File: src/rtl/hilo_muldiv_unit_pkg.sv
// hilo_muldiv_unit_pkg: HILO op codes, FSM states and sizing helper for the mul/div unit.
package hilo_muldiv_unit_pkg;
  typedef enum logic [2:0] {
    OP_MULT  = 3'b000,
    OP_MULTU = 3'b001,
    OP_DIV   = 3'b010,
    OP_DIVU  = 3'b011,
    OP_MTHI  = 3'b100,
    OP_MTLO  = 3'b101,
    OP_NOP   = 3'b111
  } hilo_op_e;
  typedef enum logic [1:0] {ST_IDLE, ST_MUL, ST_DIV} state_e;
  function automatic int cnt_width(input int mult_cycles, input int width);
    return $clog2(mult_cycles > width + 1 ? mult_cycles : width + 1);
  endfunction
endpackage

File: src/rtl/hilo_muldiv_unit_div_iter.sv
// muldiv_div_iter: restoring divider, one quotient bit per cycle plus a final sign-fix cycle.
module muldiv_div_iter #(
  parameter int W = 32
) (
  input  logic         clk,
  input  logic         rst,
  input  logic         start_i,
  input  logic         signed_i,
  input  logic [W-1:0] a_i,
  input  logic [W-1:0] b_i,
  input  logic         abort_i,
  output logic         done_o,
  output logic [W-1:0] quo_o,
  output logic [W-1:0] rem_o
);
  localparam int CW = $clog2(W + 1);
  logic          active_q, active_d, qneg_q, qneg_d, rneg_q, rneg_d, ge;
  logic [CW-1:0] cnt_q, cnt_d;
  logic [W-1:0]  quo_q, quo_d, rem_q, rem_d, div_q, div_d;
  logic [W:0]    shifted;
  always_comb begin
    shifted  = {rem_q, quo_q[W-1]};
    ge       = shifted >= {1'b0, div_q};
    done_o   = active_q && cnt_q == CW'(W);
    active_d = start_i ? 1'b1 : (abort_i || done_o) ? 1'b0 : active_q;
    qneg_d   = start_i ? signed_i & (a_i[W-1] ^ b_i[W-1]) : qneg_q;
    rneg_d   = start_i ? signed_i & a_i[W-1] : rneg_q;
    div_d    = start_i ? ((signed_i && b_i[W-1]) ? -b_i : b_i) : div_q;
    quo_d    = quo_q;
    rem_d    = rem_q;
    cnt_d    = cnt_q;
    if (start_i) begin
      quo_d = (signed_i && a_i[W-1]) ? -a_i : a_i;
      rem_d = '0;
      cnt_d = '0;
    end else if (active_q && !done_o) begin
      quo_d = {quo_q[W-2:0], ge};
      rem_d = ge ? W'(shifted - {1'b0, div_q}) : shifted[W-1:0];
      cnt_d = cnt_q + 1'b1;
    end
    quo_o = qneg_q ? -quo_q : quo_q;
    rem_o = rneg_q ? -rem_q : rem_q;
  end
  always_ff @(posedge clk) begin
    if (rst) begin
      active_q <= 1'b0;
      qneg_q   <= 1'b0;
      rneg_q   <= 1'b0;
      cnt_q    <= '0;
      quo_q    <= '0;
      rem_q    <= '0;
      div_q    <= '0;
    end else begin
      active_q <= active_d;
      qneg_q   <= qneg_d;
      rneg_q   <= rneg_d;
      cnt_q    <= cnt_d;
      quo_q    <= quo_d;
      rem_q    <= rem_d;
      div_q    <= div_d;
    end
  end
endmodule

File: src/rtl/hilo_muldiv_unit.sv
// hilo_muldiv_unit: HI/LO register file with multi-cycle multiply/divide and single-cycle MTHI/MTLO.
module hilo_muldiv_unit
  import hilo_muldiv_unit_pkg::*;
#(
  parameter int WIDTH       = 32,
  parameter int MULT_CYCLES = 5
) (
  input  logic             clk,
  input  logic             reset,
  input  logic             start,
  input  logic [2:0]       op,
  input  logic [WIDTH-1:0] a,
  input  logic [WIDTH-1:0] b,
  input  logic             flush,
  output logic             busy,
  output logic [WIDTH-1:0] hi,
  output logic [WIDTH-1:0] lo
);
  localparam int CW = cnt_width(MULT_CYCLES, WIDTH);
  state_e             state_q, state_d;
  logic [CW-1:0]      cnt_q, cnt_d;
  logic [WIDTH-1:0]   hi_q, hi_d, lo_q, lo_d, ma_q, mb_q, quo, rem;
  logic               msigned_q, bzero_q, accept, is_mul, is_div, mul_fire, div_fire, div_done;
  logic [2*WIDTH-1:0] ea, eb, prod;
  muldiv_div_iter #(.W(WIDTH)) u_div (
    .clk(clk), .rst(reset), .start_i(accept && is_div), .signed_i(op == OP_DIV),
    .a_i(a), .b_i(b), .abort_i(flush), .done_o(div_done), .quo_o(quo), .rem_o(rem)
  );
  always_ff @(posedge clk) begin
    if (reset) begin
      state_q <= ST_IDLE;
      cnt_q   <= '0;
      hi_q    <= '0;
      lo_q    <= '0;
    end else begin
      state_q <= state_d;
      cnt_q   <= cnt_d;
      hi_q    <= hi_d;
      lo_q    <= lo_d;
    end
  end
  always_ff @(posedge clk) begin
    if (reset) begin
      ma_q      <= '0;
      mb_q      <= '0;
      msigned_q <= 1'b0;
      bzero_q   <= 1'b0;
    end else if (accept) begin
      ma_q      <= a;
      mb_q      <= b;
      msigned_q <= op == OP_MULT;
      bzero_q   <= b == '0;
    end
  end
  always_comb begin
    is_mul  = op == OP_MULT || op == OP_MULTU;
    is_div  = op == OP_DIV || op == OP_DIVU;
    accept  = start && state_q == ST_IDLE && !flush && op != OP_NOP;
    state_d = state_q;
    case (state_q)
      ST_IDLE: state_d = (accept && is_mul) ? ST_MUL : (accept && is_div) ? ST_DIV : ST_IDLE;
      ST_MUL:  state_d = (flush || cnt_q == CW'(MULT_CYCLES - 1)) ? ST_IDLE : ST_MUL;
      ST_DIV:  state_d = (flush || div_done) ? ST_IDLE : ST_DIV;
      default: state_d = ST_IDLE;
    endcase
    cnt_d = (state_q == ST_IDLE || state_d == ST_IDLE) ? '0 : cnt_q + 1'b1;
  end
  always_comb begin
    busy     = state_q != ST_IDLE;
    hi       = hi_q;
    lo       = lo_q;
    ea       = msigned_q ? {{WIDTH{ma_q[WIDTH-1]}}, ma_q} : {{WIDTH{1'b0}}, ma_q};
    eb       = msigned_q ? {{WIDTH{mb_q[WIDTH-1]}}, mb_q} : {{WIDTH{1'b0}}, mb_q};
    prod     = ea * eb;
    mul_fire = state_q == ST_MUL && !flush && cnt_q == CW'(MULT_CYCLES - 1);
    div_fire = state_q == ST_DIV && !flush && div_done && !bzero_q;
    hi_d     = mul_fire ? prod[2*WIDTH-1:WIDTH] : div_fire ? rem :
               (accept && op == OP_MTHI) ? a : hi_q;
    lo_d     = mul_fire ? prod[WIDTH-1:0] : div_fire ? quo :
               (accept && op == OP_MTLO) ? a : lo_q;
  end
endmodule

File: config.mk
export PLATFORM = sky130hd
export DESIGN_NAME = hilo_muldiv_unit
export DESIGN_NICKNAME = d
export VERILOG_FILES = /design/src/rtl/hilo_muldiv_unit_pkg.sv /design/src/rtl/hilo_muldiv_unit_div_iter.sv /design/src/rtl/hilo_muldiv_unit.sv
export SDC_FILE = /design/constraint.sdc
export NUM_CORES = 2
export LEC_CHECK = 0
export ABC_AREA = 1
export BUFFER_PORTS_ARGS = -buffer_cell sky130_fd_sc_hd__buf_2
export CAP_MARGIN = 20
export CORE_MARGIN = 1.5
export CORE_UTILIZATION = 30
export CTS_CLUSTER_SIZE = 12
export DETAILED_ROUTE_END_ITERATION = 6
export PLACE_DENSITY = 0.43
export SLEW_MARGIN = 20
export SYNTH_ARGS = -nofsm -noshare
export SYNTH_HDL_FRONTEND = slang
export SYNTH_SLANG_ARGS = --single-unit
File: constraint.sdc
create_clock -name clk -period 23.9 [get_ports clk]
set_input_delay 2.39 -clock clk [delete_from_list [all_inputs] [get_ports clk]]
set_output_delay 2.39 -clock clk [all_outputs]
set_load 0.01 [all_outputs]
-- Word level (Yosys, flattened, before mapping)
Cells that the tools add are included.
- word-level logic and storage cells: 94
- bits of input ports: 71
- bits in registers: 243
- magnitude comparators: 1
- multipliers: 1
- mux-type cells: 22
- bitwise gates (word level): 3
- $add $sub $neg: 7
- equal/unequal tests: 10
- reduce and logical (&&, ||, !) cells: 35
- operators by type and width (operator ; number):
    2-to-1 mux 32 bit ; 13
    2-to-1 mux 64 bit ; 2
    negator 32 bit ; 4
    multiplier 64 x 64 -> 64 bit ; 1
    greater-or-equal comparator 33 x 32 -> 1 bit ; 1
    logical NOT 32 bit ; 1
    subtractor 32 bit ; 1
    logical AND 1 bit ; 16
    adder 6 x 1 -> 6 bit (second input constant) ; 2
    == test 3 x 2 -> 1 bit (second input constant) ; 2
    == test 3 bit (second input constant) ; 2
    == test 6 x 3 -> 1 bit (second input constant) ; 1
    == test 6 bit (second input constant) ; 1
    2-to-1 mux 2 bit ; 3
    one-hot mux 2 bit (3 select lines) ; 1
    nonzero test 2 bit ; 3
    nonzero test 3 bit ; 2
    logical OR 1 bit ; 5
    logical NOT 2 bit ; 2
    OR reduction 2 bit ; 2
    == test 3 x 1 -> 1 bit (second input constant) ; 1
    logical NOT 1 bit ; 3
    logical NOT 3 bit ; 1
    2-to-1 mux 1 bit ; 3
    other kinds (5) ; 6

-- Longest topological paths before layout
- depth in word-level cells: 11
- depth in mapped cells: 41
- mapped depth without buffers: 40

-- Hierarchy
A second synthesis with hierarchy kept.
- cell total of the unflattened synthesis: 8836
- area total of the unflattened synthesis: 66304.8 µm²
- by module, submodules not included (module ; times used ; sequential area each (µm²) ; area each (µm²) ; cells an instance):
    hilo_muldiv_unit ; 1 ; 2762.6 ; 55966.2 ; 7037
    muldiv_div_iter ; 1 ; 2102.0 ; 10338.7 ; 1799

-- Worst setup path after synthesis
No wires, ideal clock.
- path kind: reg-to-reg
- start point: register ma_q[31]
- end point: register hi_q[31] (netlist: hi[31])
- required time: 23781 ps
- arrival time: 8549 ps
- setup slack: 15231 ps
- stages on the path, launching flop included: 31
- clock period less this slack: 8669 ps
- path buffers: 2
- setup time: 119 ps
- path through: dfxtp_1 buf_2 nand2_1 clkbuf_1 nor2_1 fa_1 inv_1 fa_1 inv_1 fa_1 inv_1 fa_1 inv_1 fa_1 fa_1 inv_1 fa_1 fa_1 fa_1 fa_1 inv_1 ha_1 inv_1 nor3_1 nand2_1 nor4_1 nand2_1 nand3_1 nand3_1 nand3_1 a21oi_1
- word-level cells in the longest chain between the ends: 3
- ends and longest elaborated chain (item ; line ; source):
    start: declaration ; hilo_muldiv_unit.sv:22 ; logic [WIDTH-1:0] hi_q, hi_d, lo_q, lo_d, ma_q, mb_q, quo, rem;
    start signal: assignment ; hilo_muldiv_unit.sv:44 ; ma_q <= '0;
    start signal: assignment ; hilo_muldiv_unit.sv:49 ; ma_q <= a;
    2-to-1 mux 64 bit ; hilo_muldiv_unit.sv:72 ; ea = msigned_q ? {{WIDTH{ma_q[WIDTH-1]}}, ma_q} : {{WIDTH{1'b0}}, ma_q};
    multiplier 64 x 64 -> 64 bit ; hilo_muldiv_unit.sv:74 ; prod = ea * eb;
    2-to-1 mux 32 bit ; hilo_muldiv_unit.sv:77 ; hi_d = mul_fire ? prod[2*WIDTH-1:WIDTH] : div_fire ? rem :
    end signal: assignment ; hilo_muldiv_unit.sv:38 ; hi_q <= hi_d;
    end: declaration ; hilo_muldiv_unit.sv:22 ;
Every way passes these cells.
A chain may end at the register's enable or synchronous reset.

-- Final worst setup path
- start point: register ma_q[31]
- end point: register hi_q[13] (netlist: hi[13])
Same word-level chain as after synthesis.

==> impl_metrics.py <==
metrics = {
    "status": {
        "status": "finished, final reports clean",
    },
    "sta": {
        "finalHoldViolCount": 0,
        "layout_min_cycle_time_ns": 10.87,
        "setup_viol": 0,
        "fin_crit_sh_pct": 45.5,
        "slew_violations": 0,
        "rsz0062_at_grt": "false",
        "tns_ns": 0,
        "finalWorstSetupSlack_ns": 13.03,
        "slew_headroom_pct": 11.3,
        "worst_slew_pin_slew_ns": 1.32,
        "clock.fmax_mhz": 92.0,
        "skew_ns": 0.0314,
    },
    "die": {
        "coreArea_um2": 220000,
        "die_w_um": 473,
        "die_y_um": 473,
        "ios": 136,
        "initial_utilization_pct": 30.2,
        "rows": 172,
        "die_area_um2": 224000,
    },
    "critical_path": {
        "cp-end-kind": "register",
        "slowest_delay_ns": 1.02,
        "cpMostUsedCell": "fa_1",
        "required_ns": 24.28,
        "path_class": "reg2reg",
        "worstPathMaxFanout": 16,
        "arrival_ns": 11.25,
        "critPathTopFamily": "adder cells",
        "cp-start-kind": "register",
        "critPathSlowestCell": "o21ai_0",
        "worst-path-buf-inv": 7,
    },
    "clock_network": {
        "ctsLongestPathBuffers": 3,
        "cts_tree": "done",
        "h-tree-depth": 2,
        "clk_pin_slew_ns": 0.06,
        "root_buffer": "clkbuf_16",
        "cts_resized": 0,
        "clock_latency_ns": 0.58,
        "hold_buffers": 0,
        "cts.sinks": 243,
        "post-cts-setup-buffers": 0,
        "cts_made_buffers": 35,
    },
    "power": {
        "ir_worst_vdd_v": 0.0000576,
        "power_switching_uw": 1210,
        "cellPowerDensity_nw_per_um2": 33.2,
        "p_clk_share_pct": 23.9,
        "power_leakage_uw": 0.0398,
        "pwr-share-seq_pct": 18.7,
        "intPower_uw": 1160,
        "power_uw": 2370,
        "comb_power_share_pct": 57.5,
        "swShare_pct": 50.9,
    },
    "synthesis": {
        "yosys_warnings": 0,
        "synth-seq-cells": 243,
        "syn-num-nets": 10620,
        "yosysSeqAreaShare_pct": 7.34,
        "syn_area_um2": 66300,
        "yosysUniqueCellTypes": 60,
        "synth-edff-count": 0,
        "synthArstFlopShare_pct": 0,
        "syn_inst": 8781,
        "synth_ff_type": "dfxtp_1",
        "synth.avg_cell_area_um2": 7.55,
    },
    "routing": {
        "drtAntennaViolNets": 0,
        "drt_wl_total_um": 269000,
        "detail_route.first_pass.iterations": 6,
        "viasPerCell": 4.73,
        "wl_per_cell_um": 23.0,
        "drc": 0,
        "route.vias.total": 55268,
        "drt_iter0_markers": 4003,
    },
    "global_route": {
        "overflow": 0,
        "grtUsageTotal_pct": 24.3,
        "grt_pass1_vias": 58037,
        "grt_antenna_before_repair": 15,
        "grt_max_degree": 70,
        "grt_pass1_wl_um": 398000,
    },
    "placement": {
        "place_hpwl_um": 223000,
        "gp_congestion": 0.982,
        "io_buffers": 135,
        "dp_slack_ns": 13.38,
    },
    "finish": {
        "final_layout_size_suffix_gt1_share_pct": 5.68,
        "multi_input_area_um2": 50200,
        "area_delta_synth_final_pct": 7.56,
        "fill_cells": 23843,
        "regArea_um2": 4890,
        "postLayoutCoreUtil_pct": 32.5,
        "nets": 10533,
    },
    "run": {
        "max-cap-violations": 0,
    },
    "worst_hold_path": {
        "holdCritPathClass": "reg2reg",
    },
}
## power groups by stage
stage / sequential [uW] / clock (uW) / combinational [uW]
2_1_floorplan: 435 / 0 / 859
3_3_place_gp: 451 / 0 / 1360
3_5_place_dp: 451 / 0 / 1350
4_1_cts: 442 / 577 / 1370
5_1_grt: 443 / 589 / 1510
6_report: 442 / 566 / 1360
## cells in the final DEF, fill, tap and decap left out, types with 8 or more instances in the layout
cell type | Yosys | layout
dfxtp_1 | 243 | 225
nor2_1 | 478 | 478
a21oi_1 | 355 | 355
o211ai_1 | 12 | 12
nand3_2 | 44 | 45
a21o_1 | 13 | 13
nand2_2 | 5 | 8
ha_1 | 348 | 348
nor2_2 | 9 | 9
o21ai_0 | 328 | 321
nand2_1 | 1886 | 1883
nor3_1 | 44 | 44
inv_1 | 2552 | 2550
or2_2 | 16 | 16
dfxtp_2 | 0 | 18
xor2_1 | 76 | 76
nand3b_1 | 15 | 15
nand4_1 | 44 | 44
nor4_1 | 13 | 13
a31oi_1 | 24 | 23
buf_4 | 1 | 122
o22ai_1 | 19 | 19
buf_2 | 32 | 135
o21ai_1 | 38 | 45
o21bai_1 | 16 | 16
a21oi_2 | 29 | 29
xnor2_1 | 29 | 29
nand3_1 | 256 | 255
o21a_1 | 9 | 9
inv_2 | 25 | 25
clkbuf_16 | 0 | 36
a21boi_0 | 8 | 8
fa_1 | 1420 | 1420
## worst reg2reg max path, cell delays in order (launching register included)
cell	delay, ns
dfxtp_2	0.65
nand2_1	0.10
buf_4	0.25
inv_2	0.38
nand2_1	0.25
fa_1	0.73
inv_1	0.14
fa_1	0.54
fa_1	0.90
inv_1	0.36
fa_1	0.57
inv_1	0.06
fa_1	0.52
fa_1	0.45
fa_1	0.50
fa_1	0.46
fa_1	0.52
inv_1	0.07
fa_1	0.51
inv_1	0.04
ha_1	0.40
a21oi_1	0.24
o21ai_0	0.17
o21bai_1	0.32
nor2_1	0.21
nand3_1	0.13
o21ai_0	1.03
a21oi_1	0.18
## logic make-up after synthesis
| logic type | synth area share, % |
|---|---|
| buffers and inverters | 16.9 |
| AND/OR/NAND/NOR | 17.8 |
| adder cells (fa/ha/maj) | 49.4 |
| AO/OA/AOI/OAI | 7.15 |
| flip-flops | 7.34 |
| XOR/XNOR | 1.39 |
## flip-flops by register name, indices dropped and copies added, names as in the netlist
name,cells
hi,32
lo,32
ma_q,32
mb_q,32
u_div.div_q,32
u_div.quo_q,32
u_div.rem_q,32
cnt_q,6
u_div.cnt_q,6
state_q,2
bzero_q,1
msigned_q,1
u_div.active_q,1
u_div.qneg_q,1
u_div.rneg_q,1
## per-stage QoR
step,hold slack [ns],instance area [um^2],cells
2_1_floorplan,0.418,66300,8781
6_report,0.470,71300,11682
3_3_place_gp,0.442,70100,11614
3_5_place_dp,0.450,70100,11614
4_1_cts,0.468,71300,11676
5_1_grt,0.512,71300,11677
## per-layer routing
layer | part of all wire [%] | vias up | routed length, um | global-route usage [%]
met2 | 45 | 1629 | 120000 | 38.6
met1 | 47 | 28269 | 125000 | 35.3
met4 | 2.7 | 8 | 7380 | 5.34
li1 | - | 25140 | - | -
met5 | 0.024 | - | 64 | 0
met3 | 5.9 | 222 | 15900 | 2.95
## area by class of cell
class,count,area share [%]
Clock inverter,17,0.279
Multi-Input combinational cell,5579,70.5
Clock buffer,45,1.39
Sequential cell,243,6.85
Inverter,2577,13.6
Antenna cell,5,0.0175
Tap cell,2958,5.19
Timing Repair Buffer,258,2.24
## cell usage after synthesis, drive strengths merged (12+ instances only)
| master | n | area, um^2 |
|---|---|---|
| inv | 2577 | 9670 |
| nand2 | 1896 | 7180 |
| fa | 1420 | 28400 |
| nor2 | 488 | 1860 |
| a21oi | 384 | 2030 |
| o21ai | 368 | 1850 |
| ha | 348 | 4350 |
| clkbuf | 333 | 1250 |
| nand3 | 300 | 1720 |
| dfxtp | 243 | 4860 |
| xor2 | 76 | 666 |
| nor3 | 52 | 307 |
| buf | 49 | 295 |
| nand4 | 44 | 275 |
| xnor2 | 29 | 254 |
| a31oi | 25 | 171 |
| o22ai | 19 | 119 |
| or2 | 18 | 113 |
| nand3b | 16 | 124 |
| nor4 | 16 | 128 |
| o21bai | 16 | 120 |
| a21o | 13 | 97.6 |
| o211ai | 12 | 90.1 |
## path summary, 6_finish.rpt
kind	from	slack, ns	end	cells past startpoint
max	ma_q[31]$_SDFFE_PP0P_	13.03	hi[13]$_SDFFE_PP0P_	27
min	u_div.div_q[2]$_SDFFE_PP0P_	0.47	u_div.div_q[2]$_SDFFE_PP0P_	2
max reg2reg	ma_q[31]$_SDFFE_PP0P_	13.03	hi[13]$_SDFFE_PP0P_	27
min reg2reg	u_div.div_q[2]$_SDFFE_PP0P_	0.47	u_div.div_q[2]$_SDFFE_PP0P_	2
(Power assumes the default switching activity.)
